### src/rtl/dispatcher.sv
// Dispatcher: renames destination registers to tags, captures operands and issues to a reservation station.
// Define DISPATCH_STATS_EN to add saturating statIssued/statStalls counters.
module dispatcher #(
  parameter int TAG_W  = 4,
  parameter int DATA_W = 32
) (
  input  logic              clk,
  input  logic              rst,
  input  logic              decValid,
  output logic              decReady,
  input  logic [5:0]        decOp,
  input  logic [DATA_W-1:0] decImm,
  input  logic [4:0]        decRs1,
  input  logic [4:0]        decRs2,
  input  logic [4:0]        decRd,
  output logic [4:0]        regNameO,
  output logic [4:0]        regNameT,
  input  logic [DATA_W-1:0] regDataO,
  input  logic [DATA_W-1:0] regDataT,
  input  logic [TAG_W-1:0]  regTagO,
  input  logic [TAG_W-1:0]  regTagT,
  output logic              enWrtDec,
  output logic [TAG_W-1:0]  wrtTagDec,
  output logic [4:0]        wrtNameDec,
  input  logic              ALUwrtEn,
  input  logic              LSwrtEn,
  input  logic [TAG_W-1:0]  ALUwrtTag,
  input  logic [TAG_W-1:0]  LSwrtTag,
  input  logic [DATA_W-1:0] ALUwrtData,
  input  logic [DATA_W-1:0] LSwrtData,
  output logic              rsValid,
  input  logic              rsReady,
  output logic [5:0]        rsOp,
  output logic [DATA_W-1:0] rsImm,
  output logic [DATA_W-1:0] rsDataO,
  output logic [DATA_W-1:0] rsDataT,
  output logic [TAG_W-1:0]  rsTagO,
  output logic [TAG_W-1:0]  rsTagT,
  output logic [TAG_W-1:0]  rsDestTag
`ifdef DISPATCH_STATS_EN
  ,
  output logic [31:0]       statIssued,
  output logic [31:0]       statStalls
`endif
);

  localparam int NUM_TAGS = (1 << TAG_W) - 1;
  localparam logic [TAG_W-1:0] TAG_FREE = '1;

  logic [NUM_TAGS-1:0] freeMap_q, freeMap_d;
  logic                rsValid_q, rsValid_d;
  logic [5:0]          rsOp_q, rsOp_d;
  logic [DATA_W-1:0]   rsImm_q, rsImm_d;
  logic [DATA_W-1:0]   rsDataO_q, rsDataO_d;
  logic [DATA_W-1:0]   rsDataT_q, rsDataT_d;
  logic [TAG_W-1:0]    rsTagO_q, rsTagO_d;
  logic [TAG_W-1:0]    rsTagT_q, rsTagT_d;
  logic [TAG_W-1:0]    rsDestTag_q, rsDestTag_d;

  logic [TAG_W-1:0]    allocTag;
  logic                accept;
  logic                allocate;

  assign regNameO   = decRs1;
  assign regNameT   = decRs2;
  assign decReady   = !rst && (!rsValid_q || rsReady) && ((decRd == 5'd0) || (|freeMap_q));
  assign accept     = decValid && decReady;
  assign allocate   = accept && (decRd != 5'd0);
  assign enWrtDec   = allocate;
  assign wrtTagDec  = allocate ? allocTag : TAG_FREE;
  assign wrtNameDec = allocate ? decRd : 5'd0;

  assign rsValid   = rsValid_q;
  assign rsOp      = rsOp_q;
  assign rsImm     = rsImm_q;
  assign rsDataO   = rsDataO_q;
  assign rsDataT   = rsDataT_q;
  assign rsTagO    = rsTagO_q;
  assign rsTagT    = rsTagT_q;
  assign rsDestTag = rsDestTag_q;

  // Lowest-index free tag wins; scanning downward leaves the lowest one last.
  always_comb begin
    allocTag = TAG_FREE;
    for (int i = NUM_TAGS - 1; i >= 0; i--) begin
      if (freeMap_q[i]) allocTag = TAG_W'(i);
    end
  end

  // Resolves one operand against this cycle's broadcasts; ALU beats LS when both match.
  function automatic logic [DATA_W+TAG_W-1:0] capture(
    input logic [TAG_W-1:0]  tag,
    input logic [DATA_W-1:0] readyData,
    input logic [DATA_W-1:0] missData
  );
    if (tag == TAG_FREE) return {readyData, TAG_FREE};
    if (ALUwrtEn && (ALUwrtTag == tag)) return {ALUwrtData, TAG_FREE};
    if (LSwrtEn && (LSwrtTag == tag)) return {LSwrtData, TAG_FREE};
    return {missData, tag};
  endfunction

  always_comb begin
    freeMap_d   = freeMap_q;
    rsValid_d   = rsValid_q;
    rsOp_d      = rsOp_q;
    rsImm_d     = rsImm_q;
    rsDataO_d   = rsDataO_q;
    rsDataT_d   = rsDataT_q;
    rsTagO_d    = rsTagO_q;
    rsTagT_d    = rsTagT_q;
    rsDestTag_d = rsDestTag_q;

    if (accept) begin
      rsValid_d              = 1'b1;
      rsOp_d                 = decOp;
      rsImm_d                = decImm;
      {rsDataO_d, rsTagO_d}  = capture(regTagO, regDataO, '0);
      {rsDataT_d, rsTagT_d}  = capture(regTagT, regDataT, '0);
      rsDestTag_d            = allocate ? allocTag : TAG_FREE;
    end else begin
      if (rsReady) rsValid_d = 1'b0;
      {rsDataO_d, rsTagO_d}  = capture(rsTagO_q, rsDataO_q, rsDataO_q);
      {rsDataT_d, rsTagT_d}  = capture(rsTagT_q, rsDataT_q, rsDataT_q);
    end

    // Releases are applied after the allocation so a tag freed now is only reusable next cycle.
    for (int i = 0; i < NUM_TAGS; i++) begin
      if (allocate && (allocTag == TAG_W'(i))) freeMap_d[i] = 1'b0;
      if ((ALUwrtEn && (ALUwrtTag == TAG_W'(i))) || (LSwrtEn && (LSwrtTag == TAG_W'(i))))
        freeMap_d[i] = 1'b1;
    end
  end

  always_ff @(posedge clk) begin
    if (rst) begin
      freeMap_q   <= '1;
      rsValid_q   <= 1'b0;
      rsOp_q      <= '0;
      rsImm_q     <= '0;
      rsDataO_q   <= '0;
      rsDataT_q   <= '0;
      rsTagO_q    <= TAG_FREE;
      rsTagT_q    <= TAG_FREE;
      rsDestTag_q <= TAG_FREE;
    end else begin
      freeMap_q   <= freeMap_d;
      rsValid_q   <= rsValid_d;
      rsOp_q      <= rsOp_d;
      rsImm_q     <= rsImm_d;
      rsDataO_q   <= rsDataO_d;
      rsDataT_q   <= rsDataT_d;
      rsTagO_q    <= rsTagO_d;
      rsTagT_q    <= rsTagT_d;
      rsDestTag_q <= rsDestTag_d;
    end
  end

`ifdef DISPATCH_STATS_EN
  logic [31:0] statIssued_q, statStalls_q;

  assign statIssued = statIssued_q;
  assign statStalls = statStalls_q;

  // Both counters stick at all-ones rather than wrapping.
  always_ff @(posedge clk) begin
    if (rst) begin
      statIssued_q <= '0;
      statStalls_q <= '0;
    end else begin
      if (accept && (statIssued_q != '1)) statIssued_q <= statIssued_q + 32'd1;
      if (decValid && !decReady && (statStalls_q != '1)) statStalls_q <= statStalls_q + 32'd1;
    end
  end
`endif

endmodule

### config.mk
export PLATFORM = sky130hd
export DESIGN_NAME = dispatcher
export DESIGN_NICKNAME = d
export VERILOG_FILES = /design/src/rtl/dispatcher.sv
export SDC_FILE = /design/constraint.sdc
export NUM_CORES = 1
export LEC_CHECK = 0
export CAP_MARGIN = 20
export CORE_ASPECT_RATIO = 1.1
export CORE_MARGIN = 1
export CORE_UTILIZATION = 39
export CTS_CLUSTER_DIAMETER = 40
export CTS_CLUSTER_SIZE = 28
export DETAILED_ROUTE_END_ITERATION = 7
export HOLD_SLACK_MARGIN = 0.03
export MAX_ROUTING_LAYER = met4
export PLACE_DENSITY = 0.89
export SLEW_MARGIN = 20
export SYNTH_ARGS = -nofsm -noshare
export SYNTH_HDL_FRONTEND = slang
export SYNTH_SLANG_ARGS = --single-unit
### constraint.sdc
create_clock -name clk -period 1.99 [get_ports clk]
set_clock_uncertainty 0.05 [all_clocks]
set_input_delay 0.398 -clock clk [delete_from_list [all_inputs] [get_ports clk]]
set_output_delay 0.398 -clock clk [all_outputs]
set_load 0.01 [all_outputs]
==> metrics, run 1 <==
status complete, but fails checks; failing checks negative setup slack; CTS H-tree depth 4; leading cell types by total area after synthesis dfxtp_1 34%, a221oi_1 8.0%, nand2_1 4.1%, o32ai_1 4.0%, a21oi_1 3.6%; critical path fanouts, max 3; gr ovfl total 0; I/O pin count 339; Max Cap Viol 0; RSZ-0062 raised after global routing true; top-area cell type share of the netlist area 34.1%; largest net degree at the start of global routing 40; Final HPWL DP between 20000 and 30000 µm; compound-gate portion of the synthesized area between 30% and 40%; reg-to-reg slack, setup -0.49 ns; multiplexer share of the synthesized area 0%; element type at the critical path end primary output; Synth Area per Inst 8.05 µm²; XOR/XNOR Fraction of Synth Area under 10%; Total Power slightly above 0.008 W; largest family of logic cells by synthesized area compound AO/OA/AOI/OAI gates; Syn. warnings 0; fmax around 380 MHz; vias in the first global route roughly 11000; Mapped Area between 7000 and 8000 µm²; Final Max Tran Viols 0; synthesis-stage register bit count 130; number of synthesized flops with an enable pin 0; CP startpoint kind flop; DRC Markers 0; Mapped Cells 948; total iterations of the first detailed-routing run 6; sequential fraction of the synthesis area around 34%; GRT Total Usage roughly 41%; fin util around three quarters; via count around 11000; Setup violations, final between 100 and 150; remaining antenna violation count 0; DIE AREA between 20000 and 25000 µm²; clk buf depth 2; Iter 0 DRT Violations around 1000; root buffer cell clkbuf_16; fillcell total 1183; Post-Synth Adder-Cell Area 0%; Syn-to-layout area delta 93.1%; WP data required roughly 1.5 ns; Arr. time, crit path about 2.2 ns; peak supply drop roughly 600 µV; critical path type flop to primary output; Row Count 53; global-route wire length before repair about 61000 µm; gpl congestion just under 1; endpoints failing hold 0; most frequent cells after synthesis 130 x dfxtp_1, 84 x nand2_1, 70 x a221oi_1; Final period util 131%; Setup WS post-layout -0.625 ns; Post-layout nets roughly 1600; CTS tree done; Pwr per Cell Area 555 nW/µm²; Vias/cell roughly 6.5; asr flop ratio synth 0%; WL/cell about 26 µm; CTS sink cnt between 100 and 150; Initial Util about two fifths; Synth Area in Simple Gates between 20% and 30%; clk_lat worst skew about 0.42 ns; actual slew at the worst max-slew pin a little under 0.7 ns; Static Leak approximately 5.4 nW; Worst Hold Class flop to flop; relative slew slack 54.4%; Post-synth top flop dfxtp_1; Final min period about 2.6 ns; drt total wl about 43000 µm; Die Width around 140 µm; Synthesized Nets approximately 1200; layout cells sized above 1 between 30% and 40%; IO Port Bufs ~320; Core Region roughly 19000 µm²; CTS buffer count 17; area leader, netlist dfxtp_1; distinct cell type count after synthesis a little under 70; Final Cell Area 14700 µm²; placed inst area 11900 µm²; clock-pin slew on the worst setup and hold paths ~0.060 ns; Chip Height about 150 µm; initial antenna violation count 1; most common cell in the netlist dfxtp_1
==> registers in the layout (all words and copies together), names as in the netlist <==
signal and cells:
rsTagO 4, rsOp 6, rsDataO 32, rsDestTag 4, rsDataT 32, rsValid 1, freeMap_q 15, rsImm 32
rsTagT 4
==> final cells by class <==
class	count	area [µm²]	share of cell area (%)
Inverter	13	58.8	0.399
Tap cell	247	309	2.10
Clock inverter	15	138	0.934
Clock buffer	17	425	2.89
Timing Repair Buffer	509	5420	36.7
Sequential cell	130	2620	17.8
Antenna cell	2	5.00	0.0339
Multi-Input combinational cell	707	5770	39.2
==> timing repair <==
action                                  4_1_cts  5_1_grt
cloned                                       18        4
hold buffers                                  0        0
endpoints found under the setup margin      140      144
buffers inserted                             34       12
gates resized for setup                     331      108
pin swaps                                    89       63
==> final timing paths <==
path	start	end	depth (start not counted)
min reg2reg	rsImm[29]	rsImm[29]	2
max reg2reg	freeMap_q[8]	rsDataT[21]	12
max	freeMap_q[8]	wrtNameDec[4]	6
min	rsImm[29]	rsImm[29]	2
==> through the flow <==
| step | cells | setup TNS [ns] | setup slack, ns | hold slack [ns] |
|---|---|---|---|---|
| final | 1640 | -54.27 | -0.625 | 0.411 |
| after global routing | 1639 | -61.84 | -0.678 | 0.430 |
| after CTS | 1632 | -43.14 | -0.601 | 0.407 |
| after detailed placement | 1550 | -74.25 | -0.776 | 0.399 |
| after global placement | 1550 | -66.71 | -0.718 | 0.392 |
| after floorplan | 948 | -4.31 | -0.184 | 0.418 |
==> cell usage in the layout (no fill, tap or decap), types with 29 or more instances in the layout <==
cell | netlist | final
o22ai_1 | 39 | 33
nand2_2 | 20 | 29
o21ai_2 | 1 | 46
buf_6 | 4 | 32
o21ai_1 | 49 | 38
clkdlybuf4s50_1 | 0 | 298
a21oi_2 | 19 | 39
nor2_1 | 51 | 51
nand3_1 | 44 | 38
nand2_4 | 0 | 37
a221oi_1 | 70 | 62
and3_1 | 33 | 31
nand2_1 | 84 | 36
dfxtp_1 | 130 | 122
a21oi_1 | 55 | 33
buf_4 | 11 | 116
==> cell families after synthesis <==
| logic type | after synthesis |
|---|---|
| compound gates | 382 |
| xor+xnor | 29 |
| buf+inv | 112 |
| flops | 130 |
| simple gates | 295 |
==> worst max-delay path, cell delays in order (launching register included) <==
cell and delay, ns:
dfxtp_2 0.32, or4_4 0.56, nor4_4 0.29, a31oi_4 0.17, buf_6 0.16, and2_4 0.13
buf_6 0.11
==> where the power goes <==
group,leakage [nW],internal [W],switching [W]
clock,0.269,0.00165,0.00142
combinational,4.09,0.00122,0.00109
sequential,1.06,0.00271,0.0000897
==> per-layer routing <==
layer  GRT usage [%]  vias up  wire [µm]
met4            28.0        0       3280
met5               -        -          0
met2            67.5      910      20400
met3            11.2      306       4820
li1                -     4492          -
met1            42.9     4998      14300
No activity file was read; power rests on OpenSTA's default activity.
==> run 2, diff against run 1 <==
SLEW_MARGIN = unset   (was 20)
==> results of run 2 <==
The final DEF is identical to that of run 1; final timing and power are the same.
